## config.mk

```make
export PLATFORM = sky130hd
export DESIGN_NAME = vedic_8x8_pipe
export DESIGN_NICKNAME = d
export VERILOG_FILES = /design/src/rtl/vedic_8x8_pipe.sv
export SDC_FILE = /design/constraint.sdc
export NUM_CORES = 1
export LEC_CHECK = 0
export CORE_UTILIZATION = 45
export DETAILED_ROUTE_END_ITERATION = 7
export HOLD_SLACK_MARGIN = 0.05
export SYNTH_ARGS = -nofsm -noshare
export SYNTH_HDL_FRONTEND = slang
export SYNTH_SLANG_ARGS = --single-unit
export TNS_END_PERCENT = 30
```

## constraint.sdc

```tcl
create_clock -name clk -period 9.7 [get_ports clk]
set_input_delay 1.94 -clock clk [delete_from_list [all_inputs] [get_ports clk]]
set_output_delay 1.94 -clock clk [all_outputs]
set_load 0.03 [all_outputs]
```

## src/rtl/vedic_8x8_pipe.sv

```systemverilog
// 8x8 unsigned Vedic multiplier in a three-register elastic pipeline.
// Operands are registered, four 4x4 Vedic cores form the partial products, then they are summed.

module vedic_2x2 (
  input  logic [1:0] a,
  input  logic [1:0] b,
  output logic [3:0] p
);
  logic x10, x01, x11, cy;

  assign x10  = a[1] & b[0];
  assign x01  = a[0] & b[1];
  assign x11  = a[1] & b[1];
  assign cy   = x10 & x01;
  assign p[0] = a[0] & b[0];
  assign p[1] = x10 ^ x01;
  assign p[2] = x11 ^ cy;
  assign p[3] = x11 & cy;
endmodule

module vedic_4_x_4 (
  input  logic [3:0] a,
  input  logic [3:0] b,
  output logic [7:0] p
);
  logic [3:0] q0, q1, q2, q3;

  vedic_2x2 u_q0 (.a(a[1:0]), .b(b[1:0]), .p(q0));
  vedic_2x2 u_q1 (.a(a[3:2]), .b(b[1:0]), .p(q1));
  vedic_2x2 u_q2 (.a(a[1:0]), .b(b[3:2]), .p(q2));
  vedic_2x2 u_q3 (.a(a[3:2]), .b(b[3:2]), .p(q3));

  assign p = {4'b0, q0} + {2'b0, q1, 2'b0} + {2'b0, q2, 2'b0} + {q3, 4'b0};
endmodule

module vedic_8x8_pipe (
  input  logic        clk,
  input  logic        rst,
  input  logic        in_valid,
  output logic        in_ready,
  input  logic [7:0]  a,
  input  logic [7:0]  b,
  output logic        out_valid,
  input  logic        out_ready,
  output logic [15:0] c
);
  localparam int STAGES    = 3;
  localparam int NUM_LANES = 4;

  logic [STAGES:1]               vld_pipe;
  logic                          adv;
  logic [7:0]                    a_r, b_r;
  logic [NUM_LANES-1:0][3:0]     an, bn;
  logic [NUM_LANES-1:0][7:0]     pp_w, pp_r;
  logic [15:0]                   sum;

  // One stall signal freezes every stage; bubbles never block since out_valid=0 forces adv.
  assign adv       = !vld_pipe[STAGES] || out_ready;
  assign in_ready  = adv;
  assign out_valid = vld_pipe[STAGES];

  // Lane i: bit 0 picks the a nibble, bit 1 picks the b nibble (pp0..pp3).
  genvar i;
  generate
    for (i = 0; i < NUM_LANES; i++) begin : g_lane
      assign an[i] = ((i % 2) == 1) ? a_r[7:4] : a_r[3:0];
      assign bn[i] = (i >= 2)       ? b_r[7:4] : b_r[3:0];
      vedic_4_x_4 u_pp (.a(an[i]), .b(bn[i]), .p(pp_w[i]));
    end
  endgenerate

  assign sum = {8'b0, pp_r[0]} + {4'b0, pp_r[1], 4'b0} + {4'b0, pp_r[2], 4'b0}
             + {pp_r[3], 8'b0};

  always_ff @(posedge clk) begin
    if (rst) begin
      vld_pipe <= '0;
      a_r      <= '0;
      b_r      <= '0;
      pp_r     <= '0;
      c        <= '0;
    end else if (adv) begin
      vld_pipe <= {vld_pipe[STAGES-1:1], in_valid};
      if (in_valid) begin
        a_r <= a;
        b_r <= b;
      end
      if (vld_pipe[1]) pp_r <= pp_w;
      if (vld_pipe[2]) c    <= sum;
    end
  end
endmodule
```

After elaboration in Yosys (flattened, before gate mapping)
Index checks and enable logic that the tools add are counted.
W data, S select, Z words.

cells by class
  equality and inequality tests = 0
  div/mod/pow operators = 0
  shift-type cells = 0
  reduce and logical (&&, ||, !) cells = 5
  bitwise operators = 128
  $lt $le $gt $ge = 0
  muxes and demuxes = 0
  multipliers = 0
  $add $sub $neg = 15

operators with widths
  cell                number
  $and A1 B1 Y1       96
  $add A8 B6 Y8       4
  $add A8 B8 Y8       4
  $xor A1 B1 Y1       32
  $add A4 B6 Y7       4
  $add A14 B16 Y16    1
  $add A13 B12 Y14    1
  $add A8 B12 Y13     1
  $reduce_and A2 Y1   3
  $logic_not A1 Y1    1
  $logic_or A1 B1 Y1  1

storage, ports and cells
  flip-flop bits (word level) = 67
  memory bits (writable) = 0
  memory bits (read-only) = 0
  word-level logic and storage cells = 156
  input bits = 20
  output and inout port bits = 18
  memories kept = 0
  bits in latches = 0

Longest topological paths before layout
  depth after elaboration = 6
  gate-level depth with buffers = 16
  mapped depth without buffers = 16

Hierarchy
Synthesis repeated with hierarchy kept, for this count alone.

unflattened totals
  cells, all modules = 568
  area total of the unflattened synthesis = 4,720.8 µm²

modules (own cells, without submodules)
  module          sequential area each (µm²)  instances  cells each  area each (µm²)
  vedic_8x8_pipe  1,341.3                     1          364         2,924.1
  vedic_4_x_4     0.0                         4          27          249.0
  vedic_2x2       0.0                         16         6           50.0

Least setup slack after synthesis
Ideal clock, no wire load.

  kind = input-to-output
  start = input out_ready
  end = output in_ready
  required time = 7.760 ns
  buffers on the path = 0
  slack = 5.457 ns
  cell stages on the path = 2
  arrival = 2.303 ns
  cell sequence = and2b_1 -> inv_2

between the ends
  word-level cells in the longest chain between the ends = 1

RTL lines
  what                RTL line  RTL
  from (decl)         44        input logic out_ready,
  $logic_or A1 B1 Y1  58        assign adv = !vld_pipe[STAGES] || out_ready;
  to (decl)           40        output logic in_ready,

No other way between the ends.

Worst setup path after layout
Ends and elaborated chain as after synthesis.

==> flow_metrics.py <==
metrics = {
    "detailed_routing": {
        "via_count": 3662,
        "firstDrtPassIters": 4,
        "drt_iter0_markers": 158,
        "drc": 0,
        "ant_nets": 0,
        "wl_mm": 9.55,
        "wl_per_cell_um": 12.9,
        "viasPerCell": 4.93,
    },
    "yosys": {
        "yosys.area_share.simple_pct": 20.4,
        "ys_seq_elements": 67,
        "synth_top_cells_by_area": "dfxtp_1, ha_1, fa_1",
        "synth_compound_gate_area_share_pct": 12.0,
        "synth_fa_ha_area_share_pct": 29.2,
        "synthDistinctLibCells": 33,
        "synth.most_common_cell": "nand2_1",
        "synth.cell_area_um2": 4820,
        "ys_seq_area_share_pct": 27.8,
        "async_flop_share_pct": 0,
        "synth_nets": 688,
        "yosys_warnings": 0,
        "synth_enable_flop_cells": 0,
        "synth_commonest_cells": "nand2_1, ha_1, a21oi_1, dfxtp_1, and2_1",
        "synth_cells": 571,
        "synth_xor_area_share_pct": 4.72,
        "synthFlopType": "dfxtp_1",
        "synth_top_area_cell": "dfxtp_1",
        "synth_top_area_share_pct": 27.8,
        "synth_mux_area_share_pct": 0,
        "syn_area_per_cell_um2": 8.45,
        "synth_top_family_by_area": "adder cells",
    },
    "power_and_ir_drop": {
        "powerDensity_nw_per_um2": 109,
        "leakage_nw": 2.65,
        "total_power_uw": 602,
        "vdd.ir_drop.worst_uv": 61.6,
    },
    "cts": {
        "clockBufferDepth": 2,
        "postCtsHoldBufs": 0,
        "cts.sinks": 67,
        "cts_buffers": 9,
        "clkLatencyLatePin_ps": 350,
        "post_cts_resized": 0,
        "tritoncts": "built",
        "h-tree-depth": 3,
        "root_buffer": "clkbuf_8",
        "post_cts_buffers": 0,
        "path_clk_slew_ps": 70,
    },
    "global_routing": {
        "grt_first_pass_wirelength_mm": 16.9,
        "antenna_found_initial": 0,
        "grtUsageTotal_pct": 19.0,
        "grt_max_degree": 67,
        "grt_pass1_vias": 3659,
        "grt-ovfl-total": 0,
    },
    "floorplan": {
        "die_area_um2": 11100,
        "row_count": 37,
        "die_h_um": 106,
        "coreArea_um2": 10400,
        "initial_core_util_pct": 46.5,
        "io_pins": 38,
        "fp.dieW_um": 106,
    },
    "final_layout": {
        "fill_cells": 1011,
        "instances_no_fill": 743,
        "register_area_um2": 1340,
        "drive_gt1_share_pct": 3.62,
        "n_antenna_cell": 0,
        "area_delta_synth_final_pct": 14.0,
        "multiInputGateArea_um2": 3200,
        "fin_nets": 719,
    },
    "timing": {
        "setup_tns_ps": 0,
        "layout_setup_ws_ps": 4380,
        "tightest_slew_ps": 1000,
        "finClkSkew_ps": 11.7,
        "fin_crit_ps": 5320,
        "fin_crit_sh_pct": 54.9,
        "finalSetupViolCount": 0,
        "rsz0062_at_grt": "false",
        "max_freq_mhz": 188,
        "slew_violations": 0,
        "hold_viol_final": 0,
        "maxSlewHeadroom_pct": 32.9,
    },
    "placed_design": {
        "portBuffers": 37,
        "dp_hpwl_mm": 7.21,
        "place_congestion": 0.762,
        "dpl_worst_slack_ps": 4380,
        "dp.cells": 727,
    },
    "job": {
        "drv_cap": 0,
    },
    "critical_path": {
        "reg2regPathDepth": 15,
        "cp_max_fo": 7,
        "cp-start-kind": "input port",
        "rrSetupSlack_ps": 5920,
        "worstPathRequired_ps": 7760,
        "endpoint_kind": "output port",
        "timing_worst_setup_path_type": "in -> out",
        "arrival_ps": 3380,
        "r2r-end": "pp_r[31]",
        "r2r_start": "a_r[4]",
    },
    "min_path": {
        "min_to": "c[9]",
        "hold_path_depth": 2,
        "hp-start": "c[9]",
        "hold_path_class": "reg -> reg",
    },
    "status": {
        "outcome": "completed",
    },
}
[cell families (layout without fill, tap and decap cells)]
group	count (synthesis)	in the layout
flip-flops	67	67
XOR/XNOR	26	26
adder cells (fa/ha/maj)	97	97
buffers and inverters	71	107
AO/OA/AOI/OAI	101	101
AND/OR/NAND/NOR	209	209
[routing by layer]
metal / wire length, um / share of wire (%) / GRT usage (%) / up-vias
met5: 0 / 0 / 0 / -
met4: 176 / 1.8 / 7.34 / 0
met3: 283 / 3.0 / 2.78 / 13
met2: 4260 / 45 / 31.0 / 56
met1: 4830 / 51 / 25.5 / 1665
li1: - / - / - / 1928
[where the power goes]
| part | internal, mW | switching, mW |
|---|---|---|
| sequential | 0.283 | 0.0121 |
| combinational | 0.0249 | 0.0340 |
| clock | 0.134 | 0.114 |
| total | 0.442 | 0.161 |
[metrics by stage]
stage / cell area, um2 / hold slack [ps] / util (%)
4_1_cts: 5500 / 453 / 53.0
3_5_place_dp: 5290 / 444 / 51.0
2_1_floorplan: 4820 / 432 / -
5_1_grt: 5500 / 476 / 53.0
6_report: 5500 / 449 / 53.0
3_3_place_gp: 5290 / 438 / 51.0
[state kept, by name, summed over array words and instances, names as in the netlist]
name	cells
a_r	8
b_r	8
c	16
pp_r	32
vld_pipe	3
[cell usage in the layout, fill, tap and decap left out, drive strengths merged, types with 2 or more instances in the layout]
cell type      Yosys  layout
a211o              2       2
a211oi             8       8
a21o              13      13
a21oi             70      70
and2              59      59
and3               4       4
buf                7       3
clkbuf            12      11
clkdlybuf4s50      0      36
clkinv             0       2
dfxtp             67      67
fa                26      26
ha                71      71
inv               52      53
nand2            115     115
nand2b             2       2
nand3              7       7
nor2              13      13
nor2b              4       4
o21ai              4       4
xnor2             20      20
xor2               6       6
[worst max path at each step]
| stage | start | end | slack (ps) | cells after the start |
|---|---|---|---|---|
| 3_5_place_dp | out_ready | in_ready | 4380 | 4 |
| 3_3_place_gp | out_ready | in_ready | 4400 | 4 |
| 5_1_grt | out_ready | in_ready | 4330 | 4 |
| 6_report | out_ready | in_ready | 4380 | 4 |
| 4_1_cts | out_ready | in_ready | 4380 | 4 |
| 2_1_floorplan | out_ready | in_ready | 5460 | 2 |
[worst max-delay path: stages]
cell and delay, ps:
clkdlybuf4s50_1 440, and2b_1 210, inv_2 110, clkdlybuf4s50_1 680
[cell type report]
cell class	instances	share of cell area, %
clock buffer	11	2.75
tap	136	3.09
inverter	52	3.55
sequential	67	24.4
timing repair buffer	39	6.92
clock inverter	5	1.09
multi-input combinational	433	58.2
Note: power is estimated with default switching activity, not from simulation.
